==> src/rtl/sram_like_axi_pkg.sv <==
// Shared types and AXI constants for the data-side sram-like to AXI3 responder.
package sram_like_axi_pkg;

    typedef enum logic [2:0] {
        IDLE,
        AR,
        R,
        AW_W,
        B,
        RESP
    } state_t;

    localparam logic [1:0] BURST_INCR = 2'b01;
    localparam logic [2:0] SIZE_1B    = 3'd0;
    localparam logic [2:0] SIZE_2B    = 3'd1;
    localparam logic [2:0] SIZE_4B    = 3'd2;

    // Byte-lane enables for a single beat; size 3 is treated as a full word.
    function automatic logic [3:0] size_addr_to_wstrb(input logic [1:0] size,
                                                      input logic [1:0] addr_lo);
        case ({1'b0, size})
            SIZE_1B: return 4'b0001 << addr_lo;
            SIZE_2B: return addr_lo[1] ? 4'b1100 : 4'b0011;
            SIZE_4B: return 4'b1111;
            default: return 4'b1111;
        endcase
    endfunction

endpackage

==> src/rtl/d_sram_like_to_axi.sv <==
// Performs one sram-like data transaction at a time as a single-beat AXI3 read or write.
module d_sram_like_to_axi
    import sram_like_axi_pkg::*;
#(
    parameter int              ID_W   = 4,
    parameter logic [ID_W-1:0] AXI_ID = ID_W'(1)
) (
    input  logic            clk,
    input  logic            rst,
    input  logic            data_req,
    input  logic            data_wr,
    input  logic [1:0]      data_size,
    input  logic [31:0]     data_addr,
    input  logic [31:0]     data_wdata,
    output logic [31:0]     data_rdata,
    output logic            data_addr_ok,
    output logic            data_data_ok,
    output logic [ID_W-1:0] arid,
    output logic [31:0]     araddr,
    output logic [3:0]      arlen,
    output logic [2:0]      arsize,
    output logic [1:0]      arburst,
    output logic [1:0]      arlock,
    output logic [3:0]      arcache,
    output logic [2:0]      arprot,
    output logic            arvalid,
    input  logic            arready,
    input  logic [ID_W-1:0] rid,
    input  logic [31:0]     rdata,
    input  logic [1:0]      rresp,
    input  logic            rlast,
    input  logic            rvalid,
    output logic            rready,
    output logic [ID_W-1:0] awid,
    output logic [31:0]     awaddr,
    output logic [3:0]      awlen,
    output logic [2:0]      awsize,
    output logic [1:0]      awburst,
    output logic [1:0]      awlock,
    output logic [3:0]      awcache,
    output logic [2:0]      awprot,
    output logic            awvalid,
    input  logic            awready,
    output logic [ID_W-1:0] wid,
    output logic [31:0]     wdata,
    output logic [3:0]      wstrb,
    output logic            wlast,
    output logic            wvalid,
    input  logic            wready,
    input  logic [ID_W-1:0] bid,
    input  logic [1:0]      bresp,
    input  logic            bvalid,
    output logic            bready
);

    state_t      state_reg;
    logic [31:0] addr_reg;
    logic [1:0]  size_reg;
    logic [31:0] wdata_reg;
    logic [31:0] rdata_reg;
    logic        aw_done_reg, w_done_reg;
    logic        arvalid_reg, rready_reg, awvalid_reg, wvalid_reg, bready_reg;
    logic        data_ok_reg;

    logic aw_hs, w_hs;
    assign aw_hs = awvalid_reg & awready;
    assign w_hs  = wvalid_reg & wready;

    // Response ids, read response code, rlast and write response are deliberately not used.
    logic unused_inputs;
    assign unused_inputs = ^{rid, rresp, rlast, bid, bresp};

    always_ff @(posedge clk or posedge rst) begin
        if (rst) begin
            state_reg   <= IDLE;
            addr_reg    <= '0;
            size_reg    <= '0;
            wdata_reg   <= '0;
            rdata_reg   <= '0;
            aw_done_reg <= 1'b0;
            w_done_reg  <= 1'b0;
            arvalid_reg <= 1'b0;
            rready_reg  <= 1'b0;
            awvalid_reg <= 1'b0;
            wvalid_reg  <= 1'b0;
            bready_reg  <= 1'b0;
            data_ok_reg <= 1'b0;
        end else begin
            data_ok_reg <= 1'b0;
            case (state_reg)
                IDLE: begin
                    if (data_req) begin
                        addr_reg  <= data_addr;
                        size_reg  <= data_size;
                        wdata_reg <= data_wdata;
                        if (data_wr) begin
                            state_reg   <= AW_W;
                            awvalid_reg <= 1'b1;
                            wvalid_reg  <= 1'b1;
                        end else begin
                            state_reg   <= AR;
                            arvalid_reg <= 1'b1;
                        end
                    end
                end
                AR: begin
                    if (arready) begin
                        state_reg   <= R;
                        arvalid_reg <= 1'b0;
                        rready_reg  <= 1'b1;
                    end
                end
                R: begin
                    if (rvalid) begin
                        state_reg   <= RESP;
                        rready_reg  <= 1'b0;
                        rdata_reg   <= rdata;
                        data_ok_reg <= 1'b1;
                    end
                end
                AW_W: begin
                    // Address and data channels finish independently, in any order.
                    if ((aw_done_reg | aw_hs) && (w_done_reg | w_hs)) begin
                        state_reg   <= B;
                        aw_done_reg <= 1'b0;
                        w_done_reg  <= 1'b0;
                        awvalid_reg <= 1'b0;
                        wvalid_reg  <= 1'b0;
                        bready_reg  <= 1'b1;
                    end else begin
                        if (aw_hs) begin
                            aw_done_reg <= 1'b1;
                            awvalid_reg <= 1'b0;
                        end
                        if (w_hs) begin
                            w_done_reg <= 1'b1;
                            wvalid_reg <= 1'b0;
                        end
                    end
                end
                B: begin
                    if (bvalid) begin
                        state_reg   <= RESP;
                        bready_reg  <= 1'b0;
                        data_ok_reg <= 1'b1;
                    end
                end
                RESP: begin
                    state_reg <= IDLE;
                end
                default: begin
                    state_reg <= IDLE;
                end
            endcase
        end
    end

    assign data_addr_ok = (state_reg == IDLE) & data_req;
    assign data_data_ok = data_ok_reg;
    assign data_rdata   = rdata_reg;

    assign arid    = AXI_ID;
    assign araddr  = addr_reg;
    assign arlen   = 4'd0;
    assign arsize  = {1'b0, size_reg};
    assign arburst = BURST_INCR;
    assign arlock  = 2'b00;
    assign arcache = 4'b0000;
    assign arprot  = 3'b000;
    assign arvalid = arvalid_reg;
    assign rready  = rready_reg;

    assign awid    = AXI_ID;
    assign awaddr  = addr_reg;
    assign awlen   = 4'd0;
    assign awsize  = {1'b0, size_reg};
    assign awburst = BURST_INCR;
    assign awlock  = 2'b00;
    assign awcache = 4'b0000;
    assign awprot  = 3'b000;
    assign awvalid = awvalid_reg;

    assign wid    = AXI_ID;
    assign wdata  = wdata_reg;
    assign wstrb  = size_addr_to_wstrb(size_reg, addr_reg[1:0]);
    assign wlast  = 1'b1;
    assign wvalid = wvalid_reg;
    assign bready = bready_reg;

endmodule

==> config.mk <==
export PLATFORM = sky130hd
export DESIGN_NAME = d_sram_like_to_axi
export DESIGN_NICKNAME = d
export VERILOG_FILES = /design/src/rtl/sram_like_axi_pkg.sv /design/src/rtl/d_sram_like_to_axi.sv
export SDC_FILE = /design/constraint.sdc
export NUM_CORES = 1
export LEC_CHECK = 0
export ABC_AREA = 1
export CAP_MARGIN = 20
export CORE_MARGIN = 8
export CORE_UTILIZATION = 34
export DETAILED_ROUTE_END_ITERATION = 10
export HOLD_SLACK_MARGIN = 0.15
export PLACE_DENSITY = 0.84
export SLEW_MARGIN = 20
export SYNTH_ARGS = -nofsm -noshare
export SYNTH_HDL_FRONTEND = slang
export SYNTH_SLANG_ARGS = --single-unit
==> constraint.sdc <==
create_clock -name clk -period 3.9 [get_ports clk]
set_input_delay 1.17 -clock clk [delete_from_list [all_inputs] [get_ports clk]]
set_output_delay 1.17 -clock clk [all_outputs]
set_load 0.02 [all_outputs]
==> flow_metrics.py, run 1 <==
metrics = {
    "sta": {
        "rsz0062_at_grt": "false",
        "finalHoldViolCount": 0,
        "slew_headroom_pct": 48.6,
        "min_period_over_period_pct": 93.6,
        "finalSetupViolCount": 0,
        "worst_slack_ps": 248,
        "final.setup_skew_ps": 9.83,
        "worst_pin_slew_ps": 771,
        "fmax_ghz": 0.274,
        "timing.setup.tns_ps": 0,
        "finalCriticalPeriod_ps": 3650,
        "maxSlewViolCount": 0,
    },
    "clock_tree": {
        "cts_root_buf": "clkbuf_16",
        "cts_buffers": 9,
        "cts_tree": "done",
        "hold_buffers": 0,
        "clock-sinks": 109,
        "clock_latency_ps": 350,
        "ctsResizeCount": 0,
        "htree_levels": 3,
        "cts_setup_buffers": 0,
        "max-clock-path-buffers": 2,
        "cts.clk_slew.worst_paths_ps": 70,
    },
    "final_layout": {
        "fin_util_pct": 52.4,
        "drive_gt1_share_pct": 3.76,
        "nNetsFinal": 913,
        "fillers": 1301,
        "layout.cell_area.non_filler_um2": 7510,
        "diodes": 0,
        "regArea_um2": 2730,
        "multi_input_area_um2": 1580,
        "area_delta_synth_final_pct": 52.5,
        "fin_cells": 982,
    },
    "power_and_ir_drop": {
        "ir_drop_uv": 454,
        "power.leakage_nw": 3.71,
        "power_per_cell_area_nw_per_um2": 879,
    },
    "detailed_routing": {
        "dr.pass1.iters": 5,
        "ant_nets": 0,
        "wire_per_inst_um": 14.9,
        "drc": 0,
        "vias": 4204,
        "drtIter0Drc": 182,
        "wl_mm": 14.6,
        "via_per_inst": 4.28,
    },
    "grt": {
        "track_usage_pct": 15.2,
        "gr-total-overflow": 0,
        "grt_pass1_vias": 4321,
        "grt_pass1_wl_mm": 22.1,
        "antenna_found_initial": 0,
        "grt_max_degree": 71,
    },
    "yosys": {
        "synthCells": 585,
        "yosys-top-cells-area": "dfrtp_1, nand2_1, buf_4",
        "synth_area_um2": 4920,
        "synth_top_area_share_pct": 55.4,
        "yosys_warnings": 0,
        "avgSynthCellArea_um2": 8.41,
        "ys_seq_area_share_pct": 55.4,
        "synth_cell_types": 20,
        "ys_ff_latch": 109,
        "synth_largest_area_cell": "dfrtp_1",
    },
    "placement": {
        "pre_cts_slack_ps": 236,
        "dpl.cell_count": 966,
        "place_area_um2": 7130,
        "gp_congestion": 0.787,
        "portBuffers": 249,
        "dp_hpwl_mm": 11.1,
    },
    "job": {
        "maxCapViolations": 0,
    },
    "critical_path": {
        "critPathLaunch": "data_req",
        "cp-end-kind": "output pin",
        "worst-setup-path-type": "input pin to output pin",
        "cp-start-kind": "input pin",
        "r2r_end": "wdata[22]",
        "crit_top_cell": "clkdlybuf4s50_1",
        "slowest_delay_ps": 620,
        "worstPathBufferInverterCount": 3,
        "cp_max_fo": 3,
        "worstPathRequired_ps": 2730,
        "r2r_slack_ps": 1540,
        "critPathTopFamily": "buffers and inverters",
        "path_cells": "clkdlybuf4s50_1, inv_1, nor2_8, clkdlybuf4s50_1",
        "cp.arrival_ps": 2480,
        "reg2reg_from": "state_reg[2]",
        "worst_path_max_delay_cell": "clkdlybuf4s50_1",
        "cp.depth": 4,
        "r2r_cells": 9,
    },
    "worst_hold_path": {
        "hold_end": "wdata[23]",
        "worstHoldStart": "wdata[23]",
        "holdCritPathClass": "flip-flop to flip-flop",
        "min_path_cells": 2,
    },
    "floorplan": {
        "start_util_pct": 34.4,
        "pin_count": 308,
        "fp.dieH_um": 136,
        "die-area_um2": 18600,
        "num_rows": 44,
        "coreArea_um2": 14300,
        "die_w_um": 136,
    },
    "outcome": {
        "status": "complete, no violations",
    },
}
[power by group]
group	internal (W)	total (W)	leakage (nW)	switching, W
Sequential	0.00165	0.00201	1.36	0.000357
Combinational	0.00155	0.00347	2.17	0.00192
Clock	0.000710	0.00112	0.183	0.000405
[stage by stage]
stage | power (W) | hold WS, ps
after floorplan | 0.00401 | 494
after global placement | 0.00547 | 453
after detailed placement | 0.00555 | 458
after CTS | 0.00670 | 475
after global routing | 0.00703 | 498
final | 0.00660 | 469
[how the worst max path moves through the flow]
stage	to	slack [ps]
2_1_floorplan	data_addr_ok	1080
3_3_place_gp	data_addr_ok	240
3_5_place_dp	data_addr_ok	240
4_1_cts	data_addr_ok	240
5_1_grt	data_addr_ok	190
6_report	data_addr_ok	250
[cell usage after synthesis (all sizes together)]
master    n
buf      96
o21bai    1
o22a      1
clkbuf    3
o31ai     1
nand3     7
o21ai    12
conb      2
inv      19
a21oi     7
dfrtp   109
nand2   315
nor2     12
[cells by family after synthesis]
| family | synth area share, % |
|---|---|
| AOI/OAI and AO/OA | 2.41 |
| DFF | 55.4 |
| and+or+nand+nor | 26.2 |
| buffers and inverters | 15.8 |
| other | 0.153 |
[layout by cell type (no fill, tap or decap)]
cell and count:
conb_1 45, inv_1 13, o22a_1 1, nand3_1 6, inv_4 1, clkinvlp_4 1
o21ai_0 12, buf_4 4, clkinv_4 1, dfrtp_1 109, clkinv_2 1, a21oi_1 7
inv_2 4, nor2_1 9, nand2_1 315, nor2_8 1, o31ai_1 1, clkbuf_16 9
nor2_2 2, bufinv_16 4, clkdlybuf4s50_1 249, o21bai_1 1, clkbuf_8 1, nand3_2 1
[final cells by class]
type,count,share of cell area [%]
multi-input cells,401,21.0
repair buffers,253,33.6
clock buffers,10,3.18
inverters,19,1.03
well taps,184,3.07
clock inverters,6,1.78
flip-flops and latches,109,36.3
[per-layer routing]
metal | GRT usage [%] | up-vias | part of all wire [%]
met5 | 0 | - | 0
li1 | - | 2053 | -
met4 | 4.88 | 0 | 1.4
met1 | 17.4 | 1938 | 40
met2 | 24.7 | 200 | 46
met3 | 7.24 | 13 | 12
[worst reg2reg max path: stages (launching register included)]
cell and delay [ps]:
dfrtp_1 470, inv_2 70, nand2_1 80, nor2_2 110, inv_2 80, nor2_8 100, buf_4 580, inv_4 470
nand2_1 220, nand2_1 60
(Power assumes the default switching activity.)
==> run 2, diff against run 1 <==
CORE_MARGIN = 3   (was 8)
==> run 2 against run 1 <==
Compared with the run above:
- clock-buffer cell count grew 1
- critical path type unchanged
- clock skew shrank 2.5 ps
- core utilization grew 0.74 points
- power shrank 2.2%
- largest cell class unchanged
- largest power group unchanged
- final area shrank 0.52%
- wire length shrank 10%
- highest routed layer unchanged
==> flow_metrics.py, run 2 (synthesis results as in run 1) <==
metrics = {
    "detailed_routing": {
        "drc": 0,
        "ant_nets": 0,
        "vias": 4177,
        "routed-wl-met2_mm": 6.41,
        "drtIter0Drc": 182,
        "wl_mm": 13.1,
        "highest_layer": "met4",
        "via_per_inst": 4.28,
        "wire_per_inst_um": 13.4,
        "dr.pass1.iters": 4,
        "wirelength_met1_mm": 5.36,
        "wl_met3_mm": 1.19,
    },
    "grt": {
        "track_usage_pct": 16.3,
        "grt_max_degree": 110,
        "antenna_found_initial": 0,
        "grt_pass1_wl_mm": 20.8,
        "grt_pass1_vias": 4054,
        "gr-total-overflow": 0,
    },
    "critical_path": {
        "cp-end-kind": "output pin",
        "cp-start-kind": "input pin",
        "r2r_slack_ps": 1490,
        "worst-setup-path-type": "input pin to output pin",
        "slowest_delay_ps": 630,
        "worst_path_max_delay_cell": "clkdlybuf4s50_1",
        "worstPathRequired_ps": 2730,
        "cp_max_fo": 3,
        "cp.arrival_ps": 2490,
        "path_cells": "clkdlybuf4s50_1, inv_1, nor2_8, clkdlybuf4s50_1",
        "crit_top_cell": "clkdlybuf4s50_1",
    },
    "sta": {
        "finalHoldViolCount": 0,
        "worst_pin_slew_ps": 792,
        "finalSetupViolCount": 0,
        "maxSlewViolCount": 0,
        "min_period_over_period_pct": 93.9,
        "fmax_ghz": 0.273,
        "slew_headroom_pct": 47.2,
        "finalHoldWorstSlack_ps": 473,
        "finalCriticalPeriod_ps": 3660,
        "rsz0062_at_grt": "false",
        "final.setup_skew_ps": 7.37,
        "timing.setup.tns_ps": 0,
    },
    "floorplan": {
        "pin_count": 308,
        "die_w_um": 126,
        "num_rows": 43,
        "fp.dieH_um": 126,
        "die-area_um2": 16000,
        "coreArea_um2": 14000,
        "start_util_pct": 35.1,
    },
    "power_and_ir_drop": {
        "p_total_w": 0.00645,
        "p_int_w": 0.00380,
        "power.leakage_nw": 3.69,
        "switching_power_w": 0.00265,
        "ir_drop_uv": 394,
        "netSwitchingFraction_pct": 41.1,
        "p_comb_share_pct": 53.1,
        "p_seq_share_pct": 31.1,
        "clock_power_share_pct": 15.8,
        "power_per_cell_area_nw_per_um2": 864,
    },
    "worst_hold_path": {
        "holdCritPathClass": "flip-flop to flip-flop",
    },
    "clock_tree": {
        "htree_levels": 3,
        "ctsResizeCount": 0,
        "max-clock-path-buffers": 2,
        "cts_buffers": 9,
        "cts_setup_buffers": 0,
        "cts_tree": "done",
        "clock_latency_ps": 340,
        "cts.clk_slew.worst_paths_ps": 70,
        "cts_root_buf": "clkbuf_16",
        "hold_buffers": 0,
        "clock-sinks": 109,
    },
    "final_layout": {
        "final_common_cell": "nand2_1",
        "fin_util_pct": 53.2,
        "fillers": 1257,
        "diodes": 0,
        "nNetsFinal": 912,
        "multi_input_area_um2": 1580,
        "area_delta_synth_final_pct": 51.7,
        "regArea_um2": 2730,
        "drive_gt1_share_pct": 3.64,
        "layout.cell_area.non_filler_um2": 7470,
        "layout_common_cells": "nand2_1, clkdlybuf4s50_1, dfrtp_1, conb_1, inv_1",
    },
    "job": {
        "maxCapViolations": 0,
    },
    "placement": {
        "place_area_um2": 7130,
        "portBuffers": 249,
        "dp_hpwl_mm": 9.49,
        "gp_congestion": 0.793,
    },
    "outcome": {
        "status": "complete, no violations",
    },
}
## run 2: power groups by stage
stage / clock [W] / sequential, W / combinational, W
after detailed placement: 0 / 0.00202 / 0.00347
after floorplan: 0 / 0.00258 / 0.00143
after global placement: 0 / 0.00201 / 0.00341
final: 0.00102 / 0.00201 / 0.00343
after global routing: 0.00109 / 0.00209 / 0.00371
after CTS: 0.00105 / 0.00201 / 0.00348
## run 2: layout make-up
| cell class | instances | share of cell area (%) |
|---|---|---|
| sequential | 109 | 36.5 |
| multi-input combinational | 401 | 21.1 |
| clock buffer | 11 | 3.38 |
| tap | 180 | 3.02 |
| timing repair buffer | 252 | 33.8 |
| clock inverter | 5 | 1.09 |
| inverter | 19 | 1.04 |
## run 2: metrics by stage
step / setup slack [ps] / instances
6_report: 238 / 977
5_1_grt: 186 / 977
4_1_cts: 218 / 977
3_5_place_dp: 218 / 961
3_3_place_gp: 223 / 961
2_1_floorplan: 1080 / 628
## run 2: final timing paths
check,cells after the start,endpoint,start
min in group asynchronous,3,wdata[19],rst
hold / removal,2,wdata[25],wdata[25]
hold reg to reg,2,wdata[25],wdata[25]
setup / recovery,4,data_addr_ok,data_req
setup reg to reg,9,araddr[31],state_reg[1]
max in group asynchronous,3,araddr[9],rst
## run 2: layer usage
| metal | GRT usage [%] | vias up |
|---|---|---|
| li1 | - | 2053 |
| met1 | 20.1 | 1934 |
| met2 | 27.3 | 179 |
| met3 | 5.56 | 11 |
| met4 | 4.79 | 0 |
| met5 | 0 | - |
## run 2: worst max-delay path, delay by kind of cell
kind                   cells  cell delay [ps]
and+or+nand+nor            1              130
buffers and inverters      3             1190
==> run 3, diff against run 2 <==
CAP_MARGIN = 10   (was 20)
PLACE_DENSITY = 0.78   (was 0.84)
SLEW_MARGIN = 0   (was 20)
==> run 3 against run 2 <==
Compared with the run above:
- largest cell class unchanged
- largest power group unchanged
- via count up 1.9%
- global-route usage rose by 0.52 points
- sequential cell count is the same
- highest routed layer unchanged
- sequential share of layout area grew 0.086 points
- clock power is 6% lower
- non-clock buffer count increased by 3
- final cell count rose by 0.20%
- combinational power about the same
- critical path depth is the same
- fmax rose by 0.62%
==> flow_metrics.py, run 3 (synthesis results as in run 1) <==
metrics = {
    "floorplan": {
        "fp.dieH_um": 126,
        "pin_count": 308,
        "start_util_pct": 35.1,
        "num_rows": 43,
        "die-area_um2": 16000,
        "die_w_um": 126,
        "coreArea_um2": 14000,
    },
    "final_layout": {
        "diodes": 0,
        "final_common_cell": "nand2_1",
        "layout_common_cells": "nand2_1, clkdlybuf4s50_1, dfrtp_1, conb_1, inv_1",
        "area_delta_synth_final_pct": 51.4,
        "drive_gt1_share_pct": 3.63,
        "nNetsFinal": 915,
    },
    "power_and_ir_drop": {
        "power_per_cell_area_nw_per_um2": 861,
        "power.leakage_nw": 3.69,
        "ir_drop_uv": 348,
        "p_total_w": 0.00642,
    },
    "clock_tree": {
        "cts_tree": "done",
        "clock_latency_ps": 340,
        "ctsResizeCount": 0,
        "cts_buffers": 9,
        "hold_buffers": 0,
        "cts.clk_slew.worst_paths_ps": 70,
        "clock-sinks": 109,
        "htree_levels": 3,
        "cts_setup_buffers": 0,
        "cts_root_buf": "clkbuf_16",
        "max-clock-path-buffers": 2,
    },
    "sta": {
        "finalCriticalPeriod_ps": 3640,
        "final.setup_skew_ps": 7.43,
        "fmax_ghz": 0.275,
        "finalSetupViolCount": 0,
        "maxSlewViolCount": 0,
        "min_period_over_period_pct": 93.3,
        "timing.setup.tns_ps": 0,
        "finalHoldViolCount": 0,
        "rsz0062_at_grt": "false",
        "slew_headroom_pct": 47.8,
        "worst_pin_slew_ps": 783,
    },
    "grt": {
        "grt_pass1_vias": 4300,
        "grt_max_degree": 71,
        "grt_pass1_wl_mm": 21.6,
        "track_usage_pct": 16.8,
        "antenna_found_initial": 0,
        "gr-total-overflow": 0,
    },
    "critical_path": {
        "worst_path_max_delay_cell": "clkdlybuf4s50_1",
        "critPathLaunch": "data_req",
        "worstPathBufferInverterCount": 3,
        "path_cells": "clkdlybuf4s50_1, inv_1, nor2_8, clkdlybuf4s50_1",
        "r2r_cells": 10,
        "cp_max_fo": 3,
        "cp.depth": 4,
        "slowest_delay_ps": 610,
        "cp-endpoint": "data_addr_ok",
        "crit_top_cell": "clkdlybuf4s50_1",
        "cp-end-kind": "output pin",
        "r2r_slack_ps": 1700,
        "critPathTopFamily": "buffers and inverters",
        "cp.arrival_ps": 2470,
        "reg2reg_from": "state_reg[1]",
        "cp-start-kind": "input pin",
        "worst-setup-path-type": "input pin to output pin",
        "r2r_end": "araddr[28]",
        "worstPathRequired_ps": 2730,
    },
    "outcome": {
        "status": "complete, no violations",
    },
    "detailed_routing": {
        "dr.pass1.iters": 4,
        "wire_per_inst_um": 13.6,
        "via_per_inst": 4.35,
        "ant_nets": 0,
        "drc": 0,
        "wl_mm": 13.3,
        "vias": 4255,
        "drtIter0Drc": 199,
    },
    "placement": {
        "dp_hpwl_mm": 9.87,
        "gp_congestion": 0.791,
        "portBuffers": 249,
    },
    "worst_hold_path": {
        "holdCritPathClass": "flip-flop to flip-flop",
    },
    "job": {
        "maxCapViolations": 0,
    },
}
==> run 3: area by class of cell <==
| class | instances | area (µm²) |
|---|---|---|
| sequential | 109 | 2730 |
| fill | 1280 | 6590 |
| tap | 180 | 225 |
| clock inverter | 4 | 73.8 |
| clock buffer | 11 | 233 |
| inverter | 19 | 77.6 |
| timing repair buffer | 255 | 2540 |
| multi-input combinational | 401 | 1580 |
==> run 3: metal layers <==
metal / global-route usage, % / up-vias / wire (µm)
li1: - / 2060 / -
met1: 19.8 / 1977 / 5280
met2: 28.9 / 205 / 6590
met3: 5.43 / 13 / 1220
met4: 6.06 / 0 / 217
met5: 0 / - / 0
==> run 3: stage by stage <==
| stage | hold WS (ps) | utilization, % | instances | setup slack, ps | cell area (µm²) |
|---|---|---|---|---|---|
| 2_1_floorplan | 494 | - | 628 | 1080 | 5090 |
| 5_1_grt | 499 | 53.1 | 979 | 218 | 7450 |
| 6_report | 470 | 53.1 | 979 | 261 | 7450 |
| 3_3_place_gp | 453 | 50.9 | 964 | 248 | 7140 |
| 3_5_place_dp | 458 | 50.9 | 964 | 251 | 7140 |
| 4_1_cts | 476 | 53.1 | 979 | 251 | 7450 |
==> run 3: where the power goes <==
| part | switching (W) | internal [W] | total, W |
|---|---|---|---|
| clock network | 0.000395 | 0.000560 | 0.000955 |
| logic | 0.00189 | 0.00156 | 0.00344 |
| registers | 0.000362 | 0.00165 | 0.00202 |
| total | 0.00265 | 0.00377 | 0.00642 |
==> run 3: how the worst min path moves through the flow <==
stage | start | end | slack (ps) | cells past startpoint
4_1_cts | wdata[8] | wdata[8] | 480 | 2
2_1_floorplan | aw_done_reg | aw_done_reg | 490 | 2
5_1_grt | wdata[30] | wdata[30] | 500 | 2
3_3_place_gp | wdata[23] | wdata[23] | 450 | 2
3_5_place_dp | wdata[8] | wdata[8] | 460 | 2
6_report | wdata[24] | wdata[24] | 470 | 2
==> run 3: worst register-to-register path, cell delays in order (launching register included) <==
cell     delay [ps]
dfrtp_1         460
inv_2           100
nand2_1          90
nor2_2          120
inv_2            80
nor2_8           90
buf_4           560
inv_4           140
buf_4           270
nand2_1         130
nand2_1          50
